$ cat src/rtl/decode_queue.sv
// decode_queue: RV32I decode stage between fetch and dispatch.
// Fetched {instr, pc, pred_jump} are buffered in a DEPTH-entry FIFO; the head
// (or the incoming instruction when the FIFO is empty) is decoded into a
// registered output slot with a valid/ready handshake.
// Ports:
//   clk, rst_n          clock, asynchronous active-low reset
//   rdy_i               global ready, 0 freezes all state
//   flush_i             synchronous flush of FIFO and output slot
//   if_*                fetch side: valid/ready, instruction, pc, predicted-taken
//   dec_*               decoded output slot: valid/ready handshake plus fields
//   count_o             FIFO occupancy, output slot excluded

package decode_queue_pkg;

  localparam int unsigned XLEN  = 32;
  localparam int unsigned REG_W = 5;

  typedef enum logic [5:0] {
    OP_NOP = 6'd0,
    OP_LUI, OP_AUIPC, OP_JAL, OP_JALR,
    OP_BEQ, OP_BNE, OP_BLT, OP_BGE, OP_BLTU, OP_BGEU,
    OP_LB, OP_LH, OP_LW, OP_LBU, OP_LHU,
    OP_SB, OP_SH, OP_SW,
    OP_ADDI, OP_SLTI, OP_SLTIU, OP_XORI, OP_ORI, OP_ANDI,
    OP_SLLI, OP_SRLI, OP_SRAI,
    OP_ADD, OP_SUB, OP_SLL, OP_SLT, OP_SLTU, OP_XOR, OP_SRL, OP_SRA,
    OP_OR, OP_AND
  } opcode_type_e;

  typedef struct packed {
    logic [XLEN-1:0] instr;
    logic [XLEN-1:0] pc;
    logic            pred_jump;
  } fetch_t;

  typedef struct packed {
    opcode_type_e     optype;
    logic [REG_W-1:0] rd;
    logic [REG_W-1:0] rs1;
    logic [REG_W-1:0] rs2;
    logic [XLEN-1:0]  imm;
    logic [XLEN-1:0]  pc;
    logic             is_ls;
    logic             is_jump;
    logic             pred_jump;
    logic             illegal;
  } dec_t;

endpackage

module decode_queue
  import decode_queue_pkg::*;
#(
  parameter int unsigned DEPTH = 4,
  parameter int unsigned CNT_W = $clog2(DEPTH) + 1
) (
  input  logic                          clk,
  input  logic                          rst_n,
  input  logic                          rdy_i,
  input  logic                          flush_i,
  input  logic                          if_valid_i,
  input  logic [XLEN-1:0]               if_instr_i,
  input  logic [XLEN-1:0]               if_pc_i,
  input  logic                          if_pred_jump_i,
  output logic                          if_ready_o,
  output logic                          dec_valid_o,
  input  logic                          dec_ready_i,
  output decode_queue_pkg::opcode_type_e dec_optype_o,
  output logic [REG_W-1:0]              dec_rd_o,
  output logic [REG_W-1:0]              dec_rs1_o,
  output logic [REG_W-1:0]              dec_rs2_o,
  output logic [XLEN-1:0]               dec_imm_o,
  output logic [XLEN-1:0]               dec_pc_o,
  output logic                          dec_is_ls_o,
  output logic                          dec_is_jump_o,
  output logic                          dec_pred_jump_o,
  output logic                          dec_illegal_o,
  output logic [CNT_W-1:0]              count_o
);

  localparam int unsigned PTR_W = $clog2(DEPTH);

  // RV32I decoder; illegal encodings collapse to a NOP with rd/imm/flags zeroed.
  function automatic dec_t decode(input fetch_t f);
    dec_t        d;
    logic [31:0] i;
    logic [2:0]  f3;
    logic [6:0]  f7;
    logic [31:0] imm_i, imm_s, imm_b, imm_u, imm_j;
    i     = f.instr;
    f3    = i[14:12];
    f7    = i[31:25];
    imm_i = {{20{i[31]}}, i[31:20]};
    imm_s = {{20{i[31]}}, i[31:25], i[11:7]};
    imm_b = {{19{i[31]}}, i[31], i[7], i[30:25], i[11:8], 1'b0};
    imm_u = {i[31:12], 12'b0};
    imm_j = {{11{i[31]}}, i[31], i[19:12], i[20], i[30:21], 1'b0};
    d           = '0;
    d.optype    = OP_NOP;
    d.rd        = i[11:7];
    d.rs1       = i[19:15];
    d.rs2       = i[24:20];
    d.pc        = f.pc;
    d.pred_jump = f.pred_jump;
    case (i[6:0])
      7'b0110111: begin d.optype = OP_LUI;   d.imm = imm_u; end
      7'b0010111: begin d.optype = OP_AUIPC; d.imm = imm_u; end
      7'b1101111: begin d.optype = OP_JAL;   d.imm = imm_j; d.is_jump = 1'b1; end
      7'b1100111: begin
        d.optype  = OP_JALR;
        d.imm     = imm_i;
        d.is_jump = 1'b1;
        d.illegal = (f3 != 3'b000);
      end
      7'b1100011: begin
        d.imm     = imm_b;
        d.rd      = '0;
        d.is_jump = 1'b1;
        case (f3)
          3'b000:  d.optype = OP_BEQ;
          3'b001:  d.optype = OP_BNE;
          3'b100:  d.optype = OP_BLT;
          3'b101:  d.optype = OP_BGE;
          3'b110:  d.optype = OP_BLTU;
          3'b111:  d.optype = OP_BGEU;
          default: d.illegal = 1'b1;
        endcase
      end
      7'b0000011: begin
        d.imm   = imm_i;
        d.is_ls = 1'b1;
        case (f3)
          3'b000:  d.optype = OP_LB;
          3'b001:  d.optype = OP_LH;
          3'b010:  d.optype = OP_LW;
          3'b100:  d.optype = OP_LBU;
          3'b101:  d.optype = OP_LHU;
          default: d.illegal = 1'b1;
        endcase
      end
      7'b0100011: begin
        d.imm   = imm_s;
        d.rd    = '0;
        d.is_ls = 1'b1;
        case (f3)
          3'b000:  d.optype = OP_SB;
          3'b001:  d.optype = OP_SH;
          3'b010:  d.optype = OP_SW;
          default: d.illegal = 1'b1;
        endcase
      end
      7'b0010011: begin
        d.imm = imm_i;
        case (f3)
          3'b000: d.optype = OP_ADDI;
          3'b010: d.optype = OP_SLTI;
          3'b011: d.optype = OP_SLTIU;
          3'b100: d.optype = OP_XORI;
          3'b110: d.optype = OP_ORI;
          3'b111: d.optype = OP_ANDI;
          3'b001: begin
            d.imm     = {27'b0, i[24:20]};
            d.optype  = OP_SLLI;
            d.illegal = (f7 != 7'b0000000);
          end
          default: begin
            d.imm = {27'b0, i[24:20]};
            if (f7 == 7'b0000000)      d.optype  = OP_SRLI;
            else if (f7 == 7'b0100000) d.optype  = OP_SRAI;
            else                       d.illegal = 1'b1;
          end
        endcase
      end
      7'b0110011: begin
        case ({f7, f3})
          10'b0000000_000: d.optype = OP_ADD;
          10'b0100000_000: d.optype = OP_SUB;
          10'b0000000_001: d.optype = OP_SLL;
          10'b0000000_010: d.optype = OP_SLT;
          10'b0000000_011: d.optype = OP_SLTU;
          10'b0000000_100: d.optype = OP_XOR;
          10'b0000000_101: d.optype = OP_SRL;
          10'b0100000_101: d.optype = OP_SRA;
          10'b0000000_110: d.optype = OP_OR;
          10'b0000000_111: d.optype = OP_AND;
          default:         d.illegal = 1'b1;
        endcase
      end
      7'b0001111: d.rd = '0;  // FENCE: legal, no architectural effect here
      default:    d.illegal = 1'b1;
    endcase
    if (d.illegal) begin
      d.optype  = OP_NOP;
      d.rd      = '0;
      d.imm     = '0;
      d.is_ls   = 1'b0;
      d.is_jump = 1'b0;
    end
    return d;
  endfunction

  fetch_t           mem_q [DEPTH];
  logic [PTR_W-1:0] wr_ptr_q, wr_ptr_d;
  logic [PTR_W-1:0] rd_ptr_q, rd_ptr_d;
  logic [CNT_W-1:0] count_q, count_d;
  logic             dec_valid_q, dec_valid_d;
  dec_t             dec_q, dec_d;

  fetch_t if_entry;
  fetch_t slot_src;
  dec_t   slot_dec;
  logic   push, slot_load, fifo_empty, pop, bypass, fifo_wr;

  assign if_entry   = '{instr: if_instr_i, pc: if_pc_i, pred_jump: if_pred_jump_i};
  // No pop-through when full: readiness depends only on current occupancy.
  assign if_ready_o = rdy_i && !flush_i && (count_q != CNT_W'(DEPTH));
  assign push       = if_valid_i && if_ready_o;
  assign slot_load  = rdy_i && !flush_i && (!dec_valid_q || dec_ready_i);
  assign fifo_empty = (count_q == '0);
  assign pop        = slot_load && !fifo_empty;
  assign bypass     = slot_load && fifo_empty && push;
  assign fifo_wr    = push && !bypass;

  // Single decoder shared by the FIFO head and the bypass path.
  assign slot_src = fifo_empty ? if_entry : mem_q[rd_ptr_q];
  assign slot_dec = decode(slot_src);

  // Next-state for pointers, occupancy and output slot.
  always_comb begin
    wr_ptr_d    = wr_ptr_q;
    rd_ptr_d    = rd_ptr_q;
    count_d     = count_q;
    dec_valid_d = dec_valid_q;
    dec_d       = dec_q;
    if (rdy_i && flush_i) begin
      wr_ptr_d    = '0;
      rd_ptr_d    = '0;
      count_d     = '0;
      dec_valid_d = 1'b0;
    end else begin
      if (slot_load) begin
        if (pop || bypass) begin
          dec_d       = slot_dec;
          dec_valid_d = 1'b1;
        end else begin
          dec_valid_d = 1'b0;
        end
      end
      if (pop)     rd_ptr_d = rd_ptr_q + PTR_W'(1);
      if (fifo_wr) wr_ptr_d = wr_ptr_q + PTR_W'(1);
      count_d = count_q + CNT_W'(fifo_wr) - CNT_W'(pop);
    end
  end

  // Control and slot registers.
  always_ff @(posedge clk or negedge rst_n) begin
    if (!rst_n) begin
      wr_ptr_q    <= '0;
      rd_ptr_q    <= '0;
      count_q     <= '0;
      dec_valid_q <= 1'b0;
      dec_q       <= '0;
    end else begin
      wr_ptr_q    <= wr_ptr_d;
      rd_ptr_q    <= rd_ptr_d;
      count_q     <= count_d;
      dec_valid_q <= dec_valid_d;
      dec_q       <= dec_d;
    end
  end

  // FIFO storage; contents are don't-care until written.
  always_ff @(posedge clk) begin
    if (fifo_wr) mem_q[wr_ptr_q] <= if_entry;
  end

  assign dec_valid_o     = dec_valid_q;
  assign dec_optype_o    = dec_q.optype;
  assign dec_rd_o        = dec_q.rd;
  assign dec_rs1_o       = dec_q.rs1;
  assign dec_rs2_o       = dec_q.rs2;
  assign dec_imm_o       = dec_q.imm;
  assign dec_pc_o        = dec_q.pc;
  assign dec_is_ls_o     = dec_q.is_ls;
  assign dec_is_jump_o   = dec_q.is_jump;
  assign dec_pred_jump_o = dec_q.pred_jump;
  assign dec_illegal_o   = dec_q.illegal;
  assign count_o         = count_q;

endmodule

$ cat config.mk
export PLATFORM = sky130hd
export DESIGN_NAME = decode_queue
export DESIGN_NICKNAME = d
export VERILOG_FILES = /design/src/rtl/decode_queue.sv
export SDC_FILE = /design/constraint.sdc
export NUM_CORES = 1
export LEC_CHECK = 0
export CAP_MARGIN = 20
export CORE_UTILIZATION = 40
export CTS_CLUSTER_DIAMETER = 150
export DETAILED_ROUTE_END_ITERATION = 12
export GPL_ROUTABILITY_DRIVEN = 0
export HOLD_SLACK_MARGIN = 0.05
export PLACE_DENSITY = 0.6
export SYNTH_ARGS = -nofsm -noshare
export SYNTH_HDL_FRONTEND = slang
export SYNTH_SLANG_ARGS = --single-unit
$ cat constraint.sdc
create_clock -name clk -period 4.2 [get_ports clk]
set_input_delay 0.63 -clock clk [delete_from_list [all_inputs] [get_ports clk]]
set_output_delay 0.63 -clock clk [all_outputs]
set_load 0.02 [all_outputs]
==> out/qor.txt, run 1 <==
Status = completed
Cell family with most CP delay = multiplexers
Peak VDD IR = 0.307 mV
Hold/Removal Path Class = in -> async
Critical path class = reg -> reg
Antenna-violating nets left = 0
Total power = 11.7 mW
Reg clk slew, reported paths = 60 ps
Worst Path Arrival = 4060 ps
Cts repair resizes = 0
CTS Buf Count = 38
Synth area leader = edfxtp_1
Hold buffer count at cts = 0
Via count = 9223
Crit-path cells = mux4_2 > mux2_2 > or4_1 > o32ai_1 > nor3_4 > nand2_2 > buf_4 > o21ai_0
Post-synth top area share = 51.7%
Slowest cell on the critical path = dfrtp_4
CTS Root Cell = clkbuf_16
First-pass DRT Iterations = 7
Initial Util = 41.0%
Layout cells sized above 1 = 14.6%
Slew headroom = 40.3%
Post-CTS Setup Inserts = 0
CP Launch Type = register
Fin cells = 1714
Initial antenna violation count = 3
Area Overhead vs Synth = 23.9%
First-pass GRT wire length = 56900 µm
Fin util = 50.8%
Nets = 1258
WP buf/inv = 1
Req. time, crit path = 4600 ps
DP HPWL = 24400 µm
Clk_lat worst skew = 540 ps
P_int = 7.93 mW
Adder-Cell Fraction of Synth Area = 0.629%
Simple-Gate Fraction of Synth Area = 7.48%
Critical Path Sink Type = register
Post-synthesis mux area share = 14.2%
Gate power share = 32.3%
Combinational family with the most area after synthesis = multiplexers
Top FF cell, synth = edfxtp_1
Global route total overflow = 0
Buffers on Ports = 164
Fin. Hold Viols = 0
Final setup fails = 0
Number of antenna diodes = 0
#FFs+latches synth = 357
Sw Ratio = 32.2%
Die area = 0.0386 mm²
Pwr Density = 625 mW/mm²
FILL cells = 3120
Final Critical Period = 3660 ps
Part of the cycle the worst path needs = 87.2%
Core area = 0.0369 mm²
Leakage = 6.66 nW
Switching Power = 3.77 mW
Mapped cell area = 0.0151 mm²
Synth Area per Inst = 15.0 µm²
Clock skew after layout = 23.8 ps
Gr usage total = 19.5%
DR WL/cell = 21.5 µm
Vias in the first global route = 9389
Slowest Stage Delay on Critical Path = 650 ps
Least-Margin Pin Slew = 887 ps
RSZ-0062 raised after global routing = no
F_max = 273 MHz
Sequential power share = 37.3%
Post-Syn Nets = 1086
Clock power frac = 30.4%
Area contributors post-synth = edfxtp_1, dfrtp_1, mux4_2
Clock sinks = 357
I/O pin count = 165
Number of synthesized flops with an enable pin = 260
CTS max path bufs = 3
Critical path peak fanout = 31
Largest net degree at the start of global routing = 56
Synth Area in Compound Gates = 7.37%
DP Cell Count = 1644
Number of remaining DRC errors = 0
Vias/cell = 5.38
Sequential share of the synthesized area = 67.7%
Die W = 196 µm
DRT iter0 DRCs = 696
Final Slew Violations = 0
Yosys warnings = 0
Core Rows = 70
Setup_tns = 0 ps
Max Cap Violations = 0
Leading cell type in the layout, fill and taps excluded = edfxtp_1
Depth of the CTS H-tree = 2
Die height = 196 µm
Mapped Cells = 1008
Detailed Route WL = 36900 µm
CTS tree = yes
Yosys cell types = 66
Async SR Flop Fraction = 27.2%
Xor and xnor area share after synthesis = 0.580%
Most frequent cells in the layout = edfxtp_1, clkdlybuf4s50_1, nand2_1
cells in the mapped netlist, drive strengths merged (7+ instances only):
cell / number
edfxtp: 260
nand2: 139
dfrtp: 97
o21ai: 87
mux4: 62
mux2i: 57
nor2: 46
a21oi: 33
clkbuf: 30
buf: 26
nor3: 16
mux2: 15
inv: 11
and2: 9
xnor2: 9
nand2b: 7
nand3: 7
final cells by class:
cell class	count	area, µm²	share of cell area (%)
clock inverter	18	259	1.38
timing repair buffer	188	1870	9.98
multi-input combinational	584	4600	24.6
sequential	357	10200	54.7
clock buffer	52	1080	5.79
tap	504	631	3.37
inverter	11	41.3	0.221
routing by layer:
metal / global-route usage [%] / up-vias / routed length (µm)
met5: 0 / - / 23
met4: 5.58 / 4 / 785
met3: 4.35 / 53 / 2560
met2: 32.5 / 303 / 18100
met1: 25.7 / 4655 / 15500
li1: - / 4208 / -
power by group through the flow:
stage / combinational (mW) / clock, mW / sequential (mW)
final: 3.78 / 3.55 / 4.37
after global routing: 4.08 / 3.76 / 4.41
after CTS: 3.80 / 3.63 / 4.38
after detailed placement: 3.78 / 0 / 4.44
after global placement: 3.77 / 0 / 4.43
after floorplan: 2.25 / 0 / 4.63
cell families after synthesis:
kind of cell | Yosys count
flops | 357
simple gates | 252
compound gates | 181
mux | 134
buf+inv | 67
xor+xnor | 10
fa+ha+maj | 7
path summary, 6_finish.rpt:
kind,from,to,slack [ps],depth (start not counted)
setup / recovery,rd_ptr_q[0]$_DFFE_PN0P_,dec_imm_o[1]$_DFFE_PN0P_,540,8
hold / removal,rst_n,count_o[1]$_DFF_PN0_,180,1
setup reg to reg,rd_ptr_q[0]$_DFFE_PN0P_,dec_imm_o[1]$_DFFE_PN0P_,540,8
hold reg to reg,dec_pc_o[8]$_DFFE_PN0P_,dec_pc_o[8]$_DFFE_PN0P_,480,2
max in group asynchronous,rst_n,dec_pc_o[2]$_DFFE_PN0P_,3100,2
min in group clk,dec_pc_o[8]$_DFFE_PN0P_,dec_pc_o[8]$_DFFE_PN0P_,480,2
state kept, by name (all words and copies together) (netlist names), 2 cells and up:
register      cells
count_o           3
dec_imm_o        32
dec_optype_o      6
dec_pc_o         32
dec_rd_o          5
dec_rs1_o         5
dec_rs2_o         5
mem_q           260
rd_ptr_q          2
wr_ptr_q          2
through the flow:
step / area, µm² / hold WS, ps / setup WS (ps)
3_5_place_dp: 17400 / 470 / 473
3_3_place_gp: 17400 / 463 / 598
5_1_grt: 18700 / 241 / 371
2_1_floorplan: 15100 / 334 / 525
6_report: 18700 / 179 / 536
4_1_cts: 18700 / 204 / 543
(Power assumes the default switching activity.)
==> run 2, diff against run 1 <==
CELL_PAD_IN_SITES_DETAIL_PLACEMENT = 0   (was default)
CELL_PAD_IN_SITES_GLOBAL_PLACEMENT = 2   (was default)
GPL_ROUTABILITY_DRIVEN = default   (was 0)
PLACE_DENSITY = 0.79   (was 0.6)
==> run 2 against run 1 <==
Against the previous run: core utilization rose by 0.088 points; final area rose by 0.17%; hold slack improved by 20 ps; die area did not move; sequential power barely moved; critical path depth did not move; power fell by 0.96%; combinational power rose by 1%; sequential share of layout area fell by 0.095 points; setup slack improved by 32 ps; sequential cell count did not move.
==> out/qor.txt, run 2 (synthesis gave the netlist of run 1 again) <==
Status = completed (unchanged)
Number of remaining DRC errors = 0 (unchanged)
Met2 WL = 18100 µm (about the same)
Placer Congestion = 0.921
Depth of the CTS H-tree = 2 (unchanged)
Global route total overflow = 0 (unchanged)
Slew headroom = 42.4% (was 40.3%)
Area Overhead vs Synth = 24.1% (was 23.9%)
Critical path class = reg -> reg (unchanged)
Peak VDD IR = 0.344 mV (was 0.307 mV)
Nets = 1272 (was 1258)
Worst Path Arrival = 4070 ps (was 4060 ps)
Number of antenna diodes = 0 (unchanged)
F_max = 275 MHz (was 273 MHz)
Max Cap Violations = 0 (unchanged)
Flop2flop setup slack = 570 ps (was 540 ps)
Die W = 196 µm (unchanged)
Final Slew Violations = 0 (unchanged)
Fin util = 50.9% (was 50.8%)
First-pass GRT wire length = 57800 µm (was 56900 µm)
Vias/cell = 5.32 (was 5.38)
I/O pin count = 165 (unchanged)
Die height = 196 µm (unchanged)
DP HPWL = 24400 µm (about the same)
DRT iter0 DRCs = 516 (was 696)
Total power = 11.6 mW (was 11.7 mW)
Detailed Route WL = 37500 µm (was 36900 µm)
Layout cells sized above 1 = 15.4% (was 14.6%)
CTS Root Cell = clkbuf_16 (unchanged)
CTS Buf Count = 39 (was 38)
CP Launch Type = register (unchanged)
Metal-1 WL = 16400 µm (was 15500 µm)
Number of flip-flops under the largest register name = 260 (unchanged)
Crit-path cells = mux4_2 > mux2_2 > or4_1 > o32ai_1 > nor3_4 > nand2_2 > buf_12 > o21ai_1 (was mux4_2 > mux2_2 > or4_1 > o32ai_1 > nor3_4 > nand2_2 > buf_4 > o21ai_0)
Pwr Density = 618 mW/mm² (was 625 mW/mm²)
Critical Path Sink Type = register (unchanged)
Slowest cell on the critical path = or4_1 (was dfrtp_4)
First-pass DRT Iterations = 5 (was 7)
Req. time, crit path = 4630 ps (was 4600 ps)
Leading cell type in the layout, fill and taps excluded = edfxtp_1 (unchanged)
Die area = 0.0386 mm² (unchanged)
Final setup fails = 0 (unchanged)
CTS max path bufs = 3 (unchanged)
Antenna-violating nets left = 0 (unchanged)
DR WL/cell = 21.7 µm (was 21.5 µm)
Gr usage total = 20.0% (was 19.5%)
Slowest Stage Delay on Critical Path = 670 ps (was 650 ps)
Initial Util = 41.0% (unchanged)
Hold buffer count at cts = 0 (unchanged)
Clock sinks = 357 (unchanged)
Fin. Hold Viols = 0 (unchanged)
Setup_tns = 0 ps (unchanged)
Post-CTS Setup Inserts = 0 (unchanged)
Hold/Removal Path Class = in -> async (unchanged)
CTS tree = yes (unchanged)
RSZ-0062 raised after global routing = no (unchanged)
Critical path peak fanout = 23 (was 31)
Initial antenna violation count = 1 (was 3)
Core Rows = 70 (unchanged)
Clk_lat worst skew = 550 ps (was 540 ps)
Via count = 9189 (was 9223)
Most flop-heavy register = mem_q (unchanged)
Largest net degree at the start of global routing = 90 (was 56)
Core area = 0.0369 mm² (unchanged)
WL met3 = 2030 µm (was 2560 µm)
DR top layer = met5 (unchanged)
Reg clk slew, reported paths = 60 ps (about the same)
Vias in the first global route = 9593 (was 9389)
Part of the cycle the worst path needs = 86.5% (was 87.2%)
Leakage = 6.71 nW (was 6.66 nW)
Clock skew after layout = 6.80 ps (was 23.8 ps)
Least-Margin Pin Slew = 857 ps (was 887 ps)
Final Critical Period = 3630 ps (was 3660 ps)
Cts repair resizes = 0 (unchanged)
Buffers on Ports = 164 (unchanged)
Most frequent cells in the layout = edfxtp_1, clkdlybuf4s50_1, nand2_1 (unchanged)
run 2: metal layers:
layer / up-vias / track usage, %
met2: 234 / 32.7
met5: - / 0
met3: 60 / 4.93
met4: 2 / 6.19
met1: 4653 / 26.4
li1: 4240 / -
run 2: through the flow:
stage               area [µm²]  worst slack, ps  instances  hold slack, ps
finish                   18800              568       1728             199
global route             18800              375       1728             249
CTS                      18800              538       1728             203
detailed placement       17500              484       1657             472
global placement         17500              553       1657             463
floorplan                15100              525       1008             334
run 2: critical path: cells and delay by family (launching register included):
kind	cells	cell delay (ps)
simple gates	3	1070
mux	2	1010
flops	1	650
compound gates	2	550
buf+inv	1	200
run 2: layout make-up:
type | instances | area, µm²
Clock buffer | 60 | 1150
Clock inverter | 11 | 119
Fill cell | 3152 | 18100
Inverter | 11 | 41.3
Multi-Input combinational cell | 584 | 4600
Sequential cell | 357 | 10200
Tap cell | 504 | 631
Timing Repair Buffer | 201 | 1980
run 2: worst paths after layout:
check,start,to,depth (start not counted)
max,rd_ptr_q[0]$_DFFE_PN0P_,dec_imm_o[25]$_DFFE_PN0P_,8
min,rst_n,rd_ptr_q[0]$_DFFE_PN0P_,1
max reg2reg,rd_ptr_q[0]$_DFFE_PN0P_,dec_imm_o[25]$_DFFE_PN0P_,8
min reg2reg,dec_pc_o[3]$_DFFE_PN0P_,dec_pc_o[3]$_DFFE_PN0P_,2
max in group asynchronous,rst_n,dec_pc_o[6]$_DFFE_PN0P_,2
min in group clk,dec_pc_o[3]$_DFFE_PN0P_,dec_pc_o[3]$_DFFE_PN0P_,2
run 2: power by group:
| group | total [mW] | switching [mW] | internal [mW] |
|---|---|---|---|
| Sequential | 4.38 | 0.247 | 4.13 |
| Combinational | 3.83 | 2.18 | 1.66 |
| Clock | 3.38 | 1.36 | 2.01 |
